==> src/rtl/muller_c_pkg.sv <==
// Shared mode encodings and helpers for the Muller C-element array.
// Defines the 2-bit per-channel mode values and an 8-input popcount.
package muller_c_pkg;

    localparam logic [1:0] MODE_SYM  = 2'b00;
    localparam logic [1:0] MODE_ASYM = 2'b01;
    localparam logic [1:0] MODE_MAJ  = 2'b10;
    localparam logic [1:0] MODE_HOLD = 2'b11;

    function automatic logic [3:0] popcount(input logic [7:0] v);
        logic [3:0] n;
        n = '0;
        for (int unsigned i = 0; i < 8; i++) begin
            n = n + 4'(v[i]);
        end
        return n;
    endfunction

endpackage

==> src/rtl/muller_c_array_if.sv <==
// Signal bundle between the user-project pins and the C-element array.
// The master drives the raw inputs and controls; the slave returns the outputs and counters.
interface muller_c_array_if #(
    parameter int unsigned CHANNELS = 2,
    parameter int unsigned INPUTS   = 3,
    parameter int unsigned CNT_W    = 8
);
    logic [CHANNELS*INPUTS-1:0] in_bits;
    logic [2*CHANNELS-1:0]      mode;
    logic [CHANNELS-1:0]        init_val;
    logic                       clear_cnt;
    logic [CHANNELS-1:0]        c_out;
    logic [CHANNELS-1:0]        rise;
    logic [CHANNELS-1:0]        fall;
    logic [CHANNELS*CNT_W-1:0]  toggle_cnt;

    modport master (
        output in_bits, mode, init_val, clear_cnt,
        input  c_out, rise, fall, toggle_cnt
    );

    modport slave (
        input  in_bits, mode, init_val, clear_cnt,
        output c_out, rise, fall, toggle_cnt
    );
endinterface

==> src/rtl/muller_c_cell.sv <==
// One C-element channel: input synchroniser, mode-dependent evaluation,
// registered output with rise/fall pulses and a saturating transition counter.
module muller_c_cell
    import muller_c_pkg::*;
#(
    parameter int unsigned INPUTS      = 3,
    parameter int unsigned SYNC_STAGES = 2,
    parameter int unsigned CNT_W       = 8
) (
    input  logic              clock,
    input  logic              reset_n,
    input  logic [INPUTS-1:0] in_bits,
    input  logic [1:0]        mode,
    input  logic              init_val,
    input  logic              clear_cnt,
    output logic              c_out,
    output logic              rise,
    output logic              fall,
    output logic [CNT_W-1:0]  toggle_cnt
);

    localparam logic [3:0] RISE_GT = 4'(INPUTS / 2);
    localparam logic [3:0] FALL_LT = 4'((INPUTS + 1) / 2);

    logic [SYNC_STAGES-1:0][INPUTS-1:0] sync_q;
    logic [INPUTS-1:0] s;
    logic [7:0]        s_ext;
    logic [3:0]        ones;
    logic              c_next;

    assign s = sync_q[SYNC_STAGES-1];

    always_comb begin
        s_ext = '0;
        s_ext[INPUTS-1:0] = s;
    end

    assign ones = popcount(s_ext);

    always_comb begin
        c_next = c_out;
        case (mode)
            MODE_SYM: begin
                if (&s)       c_next = 1'b1;
                else if (~|s) c_next = 1'b0;
            end
            // s[0] only participates in rising
            MODE_ASYM: begin
                if (&s)                    c_next = 1'b1;
                else if (~|s[INPUTS-1:1])  c_next = 1'b0;
            end
            MODE_MAJ: begin
                if (ones > RISE_GT)      c_next = 1'b1;
                else if (ones < FALL_LT) c_next = 1'b0;
            end
            default: c_next = c_out;
        endcase
    end

    // Synchronisers preload init_val so the first evaluation after reset sees no change
    always_ff @(posedge clock) begin
        if (!reset_n) begin
            sync_q     <= {SYNC_STAGES{{INPUTS{init_val}}}};
            c_out      <= init_val;
            rise       <= 1'b0;
            fall       <= 1'b0;
            toggle_cnt <= '0;
        end else begin
            sync_q[0] <= in_bits;
            for (int unsigned i = 1; i < SYNC_STAGES; i++) begin
                sync_q[i] <= sync_q[i-1];
            end
            c_out <= c_next;
            rise  <= c_next & ~c_out;
            fall  <= ~c_next & c_out;
            if (clear_cnt) begin
                toggle_cnt <= '0;
            end else if ((c_next != c_out) && (toggle_cnt != '1)) begin
                toggle_cnt <= toggle_cnt + CNT_W'(1);
            end
        end
    end

endmodule

==> src/rtl/muller_c_array.sv <==
// Array of CHANNELS independent Muller C-element cells.
// Only slices the interface buses onto the per-channel cells.
module muller_c_array
    import muller_c_pkg::*;
#(
    parameter int unsigned CHANNELS    = 2,
    parameter int unsigned INPUTS      = 3,
    parameter int unsigned SYNC_STAGES = 2,
    parameter int unsigned CNT_W       = 8
) (
    input logic            clock,
    input logic            reset_n,
    muller_c_array_if.slave bus
);

    logic [CHANNELS-1:0]       c_out_w;
    logic [CHANNELS-1:0]       rise_w;
    logic [CHANNELS-1:0]       fall_w;
    logic [CHANNELS*CNT_W-1:0] cnt_w;

    for (genvar c = 0; c < CHANNELS; c++) begin : g_ch
        muller_c_cell #(
            .INPUTS      (INPUTS),
            .SYNC_STAGES (SYNC_STAGES),
            .CNT_W       (CNT_W)
        ) u_cell (
            .clock      (clock),
            .reset_n    (reset_n),
            .in_bits    (bus.in_bits[c*INPUTS +: INPUTS]),
            .mode       (bus.mode[2*c +: 2]),
            .init_val   (bus.init_val[c]),
            .clear_cnt  (bus.clear_cnt),
            .c_out      (c_out_w[c]),
            .rise       (rise_w[c]),
            .fall       (fall_w[c]),
            .toggle_cnt (cnt_w[c*CNT_W +: CNT_W])
        );
    end

    assign bus.c_out      = c_out_w;
    assign bus.rise       = rise_w;
    assign bus.fall       = fall_w;
    assign bus.toggle_cnt = cnt_w;

endmodule

==> src/flat_wrapper.sv <==
// flat-port wrapper written by rule: the top's interface ports become plain ports
module muller_c_array_flat import muller_c_pkg::*;
#(
    parameter int unsigned CHANNELS    = 2,
    parameter int unsigned INPUTS      = 3,
    parameter int unsigned SYNC_STAGES = 2,
    parameter int unsigned CNT_W       = 8
)
  (clock, reset_n, bus_in_bits, bus_mode, bus_init_val, bus_clear_cnt, bus_c_out, bus_rise, bus_fall, bus_toggle_cnt);
  muller_c_array_if #(.CHANNELS(CHANNELS), .INPUTS(INPUTS), .CNT_W(CNT_W)) bus_i ();
  input logic clock;
  input logic reset_n;
  input wire logic [$bits(bus_i.in_bits)-1:0] bus_in_bits;
  input wire logic [$bits(bus_i.mode)-1:0] bus_mode;
  input wire logic [$bits(bus_i.init_val)-1:0] bus_init_val;
  input wire logic [$bits(bus_i.clear_cnt)-1:0] bus_clear_cnt;
  output wire logic [$bits(bus_i.c_out)-1:0] bus_c_out;
  output wire logic [$bits(bus_i.rise)-1:0] bus_rise;
  output wire logic [$bits(bus_i.fall)-1:0] bus_fall;
  output wire logic [$bits(bus_i.toggle_cnt)-1:0] bus_toggle_cnt;
  assign bus_i.in_bits = bus_in_bits;
  assign bus_i.mode = bus_mode;
  assign bus_i.init_val = bus_init_val;
  assign bus_i.clear_cnt = bus_clear_cnt;
  assign bus_c_out = bus_i.c_out;
  assign bus_rise = bus_i.rise;
  assign bus_fall = bus_i.fall;
  assign bus_toggle_cnt = bus_i.toggle_cnt;
  muller_c_array #(.CHANNELS(CHANNELS), .INPUTS(INPUTS), .SYNC_STAGES(SYNC_STAGES), .CNT_W(CNT_W)) u_core (.clock(clock), .reset_n(reset_n), .bus(bus_i));
endmodule
==> config.mk <==
export PLATFORM = sky130hd
export DESIGN_NAME = muller_c_array_flat
export DESIGN_NICKNAME = d
export VERILOG_FILES = /design/src/rtl/muller_c_pkg.sv /design/src/rtl/muller_c_array_if.sv /design/src/rtl/muller_c_cell.sv /design/src/rtl/muller_c_array.sv /design/src/flat_wrapper.sv
export SDC_FILE = /design/constraint.sdc
export NUM_CORES = 1
export LEC_CHECK = 0
export ABC_AREA = 0
export ABC_CLOCK_PERIOD_IN_PS = 3080
export CAP_MARGIN = 5
export CORE_ASPECT_RATIO = 0.5
export CORE_MARGIN = 4
export CORE_UTILIZATION = 49
export DETAILED_ROUTE_END_ITERATION = 7
export PLACE_DENSITY = 0.85
export SLEW_MARGIN = 20
export SYNTH_ARGS = -nofsm -noshare
export SYNTH_HDL_FRONTEND = slang
export SYNTH_SLANG_ARGS = --single-unit
==> constraint.sdc <==
create_clock -name clock -period 3.08 [get_ports clock]
set_input_delay 0.616 -clock clock [delete_from_list [all_inputs] [get_ports clock]]
set_output_delay 0.616 -clock clock [all_outputs]
set_load 0.02 [all_outputs]
# == Word level (Yosys, flattened, before mapping) ==
# Index checks and enable logic that the tools add are counted.
# classes
n_addsub,6
n_mul,0
div_mod_pow,0
order_cmp,4
eq_ne,8
n_shift,0
muxes,18
bitwise_logic,9
reduce_logical,11
# op_table
op,count
$add A8 B1 Y8 const B,2
$ne A8 B8 Y1 const B,2
$mux W1,14
$mux W6,2
$add A2 B1 Y3,2
$gt A3 B1 Y1 const B,2
$lt A3 B2 Y1 const B,2
$pmux W1 S3,2
$reduce_and A3 Y1,2
$reduce_or A2 Y1,3
$reduce_or A3 Y1,2
$not A1 Y1,5
$add A1 B1 Y2,2
$and A1 B1 Y1,4
$eq A2 B1 Y1 const B,2
$eq A2 B2 Y1 const B,2
$logic_not A2 Y1,2
$logic_and A1 B1 Y1,2
$ne A1 B1 Y1,2
# word_totals
reg_bits,34
latchBits,0
mem_bits_rw,0
rom_bits,0
inputBits,15
out_inout_bits,22
elab_cells,68
n_memories,0

# == Depth between registers and ports, before layout ==
# depth
depth_word,8
ltp_mapped,8
ltp_nobuf,8

# == Hierarchy ==
# A second synthesis with hierarchy kept.
# unflattened
hier_cells,170
area_unflattened_um2,1561.5
# modules_own_cells
mod,instances,cells_each,area_each_um2,seq_area_each_um2
muller_c_cell,2,85,780.7,340.3

# == Least setup slack after synthesis ==
# No wires, ideal clock.
# synth_timing
kind,input to register
startpoint,input bus_mode[3]
endpoint,register u_core.g_ch[1].u_cell.toggle_cnt[6]
setup_ns,0.116
t_arrival_ns,2.182
required_time_ns,2.964
path_slack_ns,0.782
path_stages,7
n_path_buf,0
path_cell_list,o31ai_1 -> mux2_2 -> nand2_1 -> ha_1 -> nand3b_1 -> or4b_1 -> o211a_1
# synth_between
elab_chain_len,4
word_cells_on_any_way,6
classes_between,eq/ne (3); mux (1); reduce/logical (2)
# synth_rtl
item,line,rtl
from (decl),flat_wrapper.sv:14,input wire logic [$bits(bus_i.mode)-1:0] bus_mode;
"$eq A2 B2 Y1, or another cell as far along",muller_c_cell.sv:42,case (mode)
$pmux W1 S3 *,muller_c_cell.sv:42,
$ne A1 B1 Y1 *,muller_c_cell.sv:78,end else if ((c_next != c_out) && (toggle_cnt != '1)) begin
$logic_and A1 B1 Y1 *,muller_c_cell.sv:78,
to (signal assigned),muller_c_cell.sv:79,toggle_cnt <= toggle_cnt + CNT_W'(1);
to (decl),muller_c_cell.sv:19,output logic [CNT_W-1:0] toggle_cnt
# Mark *: on every way between the ends. The rest lies on a longest branch, timed or not.
# A chain may end at the register's enable or synchronous reset.

# == Final worst setup path ==
# Same ends and word-level chain as after synthesis.

==> summary.txt <==
Status
  – Status: finished, final reports clean

Final layout
  – Fraction of layout cells with a size suffix above 1: 0.0605
  – Final #Nets: 235
  – Fin cells: 255
  – Final-layout fill cell count: 249
  – Syn-to-layout area delta: 30.3%
  – ANT cells: 0
  – Finished Cell Area: 2060 um2

Clock tree
  – H-tree levels: 2
  – CTS root buffer: clkbuf_8
  – Clock sink total: 34
  – TritonCTS clock tree: done
  – # hold bufs at CTS: 0
  – Clock Latency Late Sink: 300 ps
  – # Post-CTS Setup Buffers: 0
  – Post-CTS Resized: 0
  – CTS buffer count: 5
  – Clock transition at path regs: 70 ps
  – Clk buf depth: 2

Min path
  – Min-delay worst type: register to register

Logic synthesis
  – Sequential-to-total area share from yosys stat: 0.431
  – Combinational family with the most area after synthesis: simple AND/OR/NAND/NOR gates
  – Adder-Cell Fraction of Synth Area: 0.0475
  – Synthesized area: 1580 um2
  – Yosys cell types: 34
  – Post-synthesis xor/xnor area fraction: 0
  – Simple-Gate Fraction of Synth Area: 0.254
  – Number of synthesized flops with an enable pin: 0
  – Ys flop type: dfxtp_1
  – Synth Warn #: 0
  – Synthesized instance count: 183
  – Post-Syn Nets: 204
  – Compound-Gate Fraction of Synth Area: 0.150
  – Post-synthesis async set-or-reset flop share: 0
  – Avg Cell Area, Syn: 8.63 um2
  – Mux share of post-synthesis cell area: 0.0468
  – Synthesized flop and latch total: 34

Route
  – Average routed wire per standard cell: 13.5 um
  – Number of iterations in the first detailed-routing pass: 4
  – Vias per cell: 5.36
  – Initial detailed-routing violation count: 37
  – Vias: 1368
  – Final wirelength: 3430 um
  – DRC: 0
  – Antenna Nets Post-Route: 0

Placed design
  – Placed cell area: 1920 um2
  – RePlAce Congestion: 0.797
  – Port Buf Inserts: 36
  – Dpl cells: 247
  – DP HPWL: 2360 um

Setup path
  – Delay-heaviest family, CP: simple AND/OR/NAND/NOR gates
  – Worst Setup End Kind: register
  – Crit path kind: input port to register
  – Largest stage delay, worst path: 510 ps
  – Critical Path Source Type: input port
  – Crit path buffers/inverters: 1
  – CP cell instances: clkdlybuf4s50_1 > o31ai_1 > mux2_2 > nand2_1 > ha_1 > nand3b_1 > or4b_1 > o211a_1
  – Crit-path max FO: 6
  – Critical path data required time: 3260 ps
  – Crit-path slowest cell: or4b_1
  – CP arrival: 2850 ps

Floorplan
  – Cell Rows: 14
  – Chip width: 88.3 um
  – Starting density of the core: 0.518
  – Die area: 4250 um2
  – Core area: 3050 um2
  – I/O pins: 37
  – Die Y: 48.1 um

Global routing
  – Largest net degree at the start of global routing: 25
  – Gr ovfl total: 0
  – Number of global-route vias before repair: 1178
  – Gr usage total: 0.169
  – First-pass GRT wire length: 5330 um
  – Met1 usage: 0.204
  – Met2 Track Usage GR: 0.290
  – GR peak layer: met2
  – Initial antenna violation count: 0
  – Grt met3 use: 0.0455

Timing
  – Period utilization: 0.867
  – Min Tclk post-route: 2670 ps
  – Final setup vio count: 0
  – Clock Skews: 12.5 ps
  – Worst-margin pin slew: 478 ps
  – Fin. Hold Viols: 0
  – Achievable Freq: 374 MHz
  – Slew headroom: 0.681
  – RSZ-0062 raised after global routing: no
  – Setup TNS: 0 ps
  – Slew Viols, Final: 0

Power and ir drop
  – LEAKAGE: 0.847 nW
  – P per Cell Area: 558 nW/um2
  – Max rail drop VDD: 0.376 mV
  – Final Power: 0.00115 W

Flow run
  – Max Cap Violations: 0
==> power breakdown <==
group	switching, W	internal [W]	total [W]
combinational	0.0000809	0.0000842	0.000165
sequential	0.0000188	0.000466	0.000485
clock	0.000173	0.000324	0.000497
total	0.000273	0.000875	0.00115
==> tightest hold or removal path, stage by stage, from the launching register on <==
cell and delay [ps]:
dfxtp_1 310, nand2_1 50, nand2_1 50
==> per-stage QoR <==
step	hold slack, ps	setup slack [ps]	util
after floorplan	400	782	-
after global placement	408	257	0.630
after detailed placement	411	147	0.630
after CTS	435	413	0.675
after global routing	446	320	0.675
final	436	409	0.675
==> registers in the layout, summed over array words and instances, names as in the netlist <==
signal,cells
u_core.g_ch.u_cell.toggle_cnt,16
u_core.g_ch.u_cell.s,6
u_core.g_ch.u_cell.sync_q,6
u_core.g_ch.u_cell.c_out,2
u_core.g_ch.u_cell.fall,2
u_core.g_ch.u_cell.rise,2
==> synth_stat cells (all sizes together) (3+ instances only) <==
master  instances  area, um2
a31oi           3       18.8
nand3           3       15.0
mux2            3       33.8
inv             9       33.8
o21ai           4       20.0
buf            11       70.1
nand2b          9       56.3
dfxtp          34        681
nor2            5       18.8
nand2          40        150
ha              6       75.1
and4            4       35.0
a211oi          5       37.5
mux2i           4       40.0
a21oi          13       65.1
==> per-layer routing <==
metal / up-vias / share of wire
met5: - / 0
met4: 0 / 0.024
met3: 9 / 0.037
met2: 30 / 0.50
met1: 629 / 0.43
li1: 700 / -
==> final timing paths <==
kind	cells after the start	startpoint	end	slack (ps)
worst max-delay path	8	bus_mode[3]	u_core.g_ch[1].u_cell.toggle_cnt[6]	410
worst min register to register	2	u_core.g_ch[0].u_cell.sync_q[0]	u_core.g_ch[0].u_cell.s[0]	440
worst max register to register	8	u_core.g_ch[1].u_cell.s[0]	u_core.g_ch[1].u_cell.toggle_cnt[6]	710
worst min-delay path	2	u_core.g_ch[0].u_cell.sync_q[0]	u_core.g_ch[0].u_cell.s[0]	440
==> cell families after synthesis <==
| kind of cell | count (synthesis) |
|---|---|
| AND/OR/NAND/NOR | 78 |
| buffers and inverters | 22 |
| flip-flops | 34 |
| adder cells (fa/ha/maj) | 6 |
| multiplexers | 7 |
| AO/OA/AOI/OAI | 36 |
==> cell usage in the layout, fill, tap and decap left out, types with 2 or more instances in the layout <==
cell,instances
ha_1,6
o31ai_1,2
or4_1,2
dfxtp_1,34
nor2_1,5
nand4b_1,2
a31oi_1,3
a211oi_1,5
nand2b_1,9
o21ai_0,4
mux2i_1,4
clkbuf_8,5
nand3b_1,2
a211o_1,2
a21boi_0,2
and2_1,2
mux2_2,3
a311oi_1,2
a21oi_1,13
and3_1,2
clkdlybuf4s50_1,36
and4b_1,2
nand3_1,3
nor3_1,2
bufinv_16,2
and4_1,4
inv_1,9
nand2_1,40
==> layout make-up <==
type                       count  area, um2  share of cell area
sequential                    34        681               0.331
tap                           40       50.0              0.0243
clock buffer                   5       68.8              0.0335
clock inverter                 3       68.8              0.0335
inverter                       9       33.8              0.0164
timing repair buffer          37        368               0.179
multi-input combinational    127        787               0.383
Note: power is estimated with default switching activity, not from simulation.
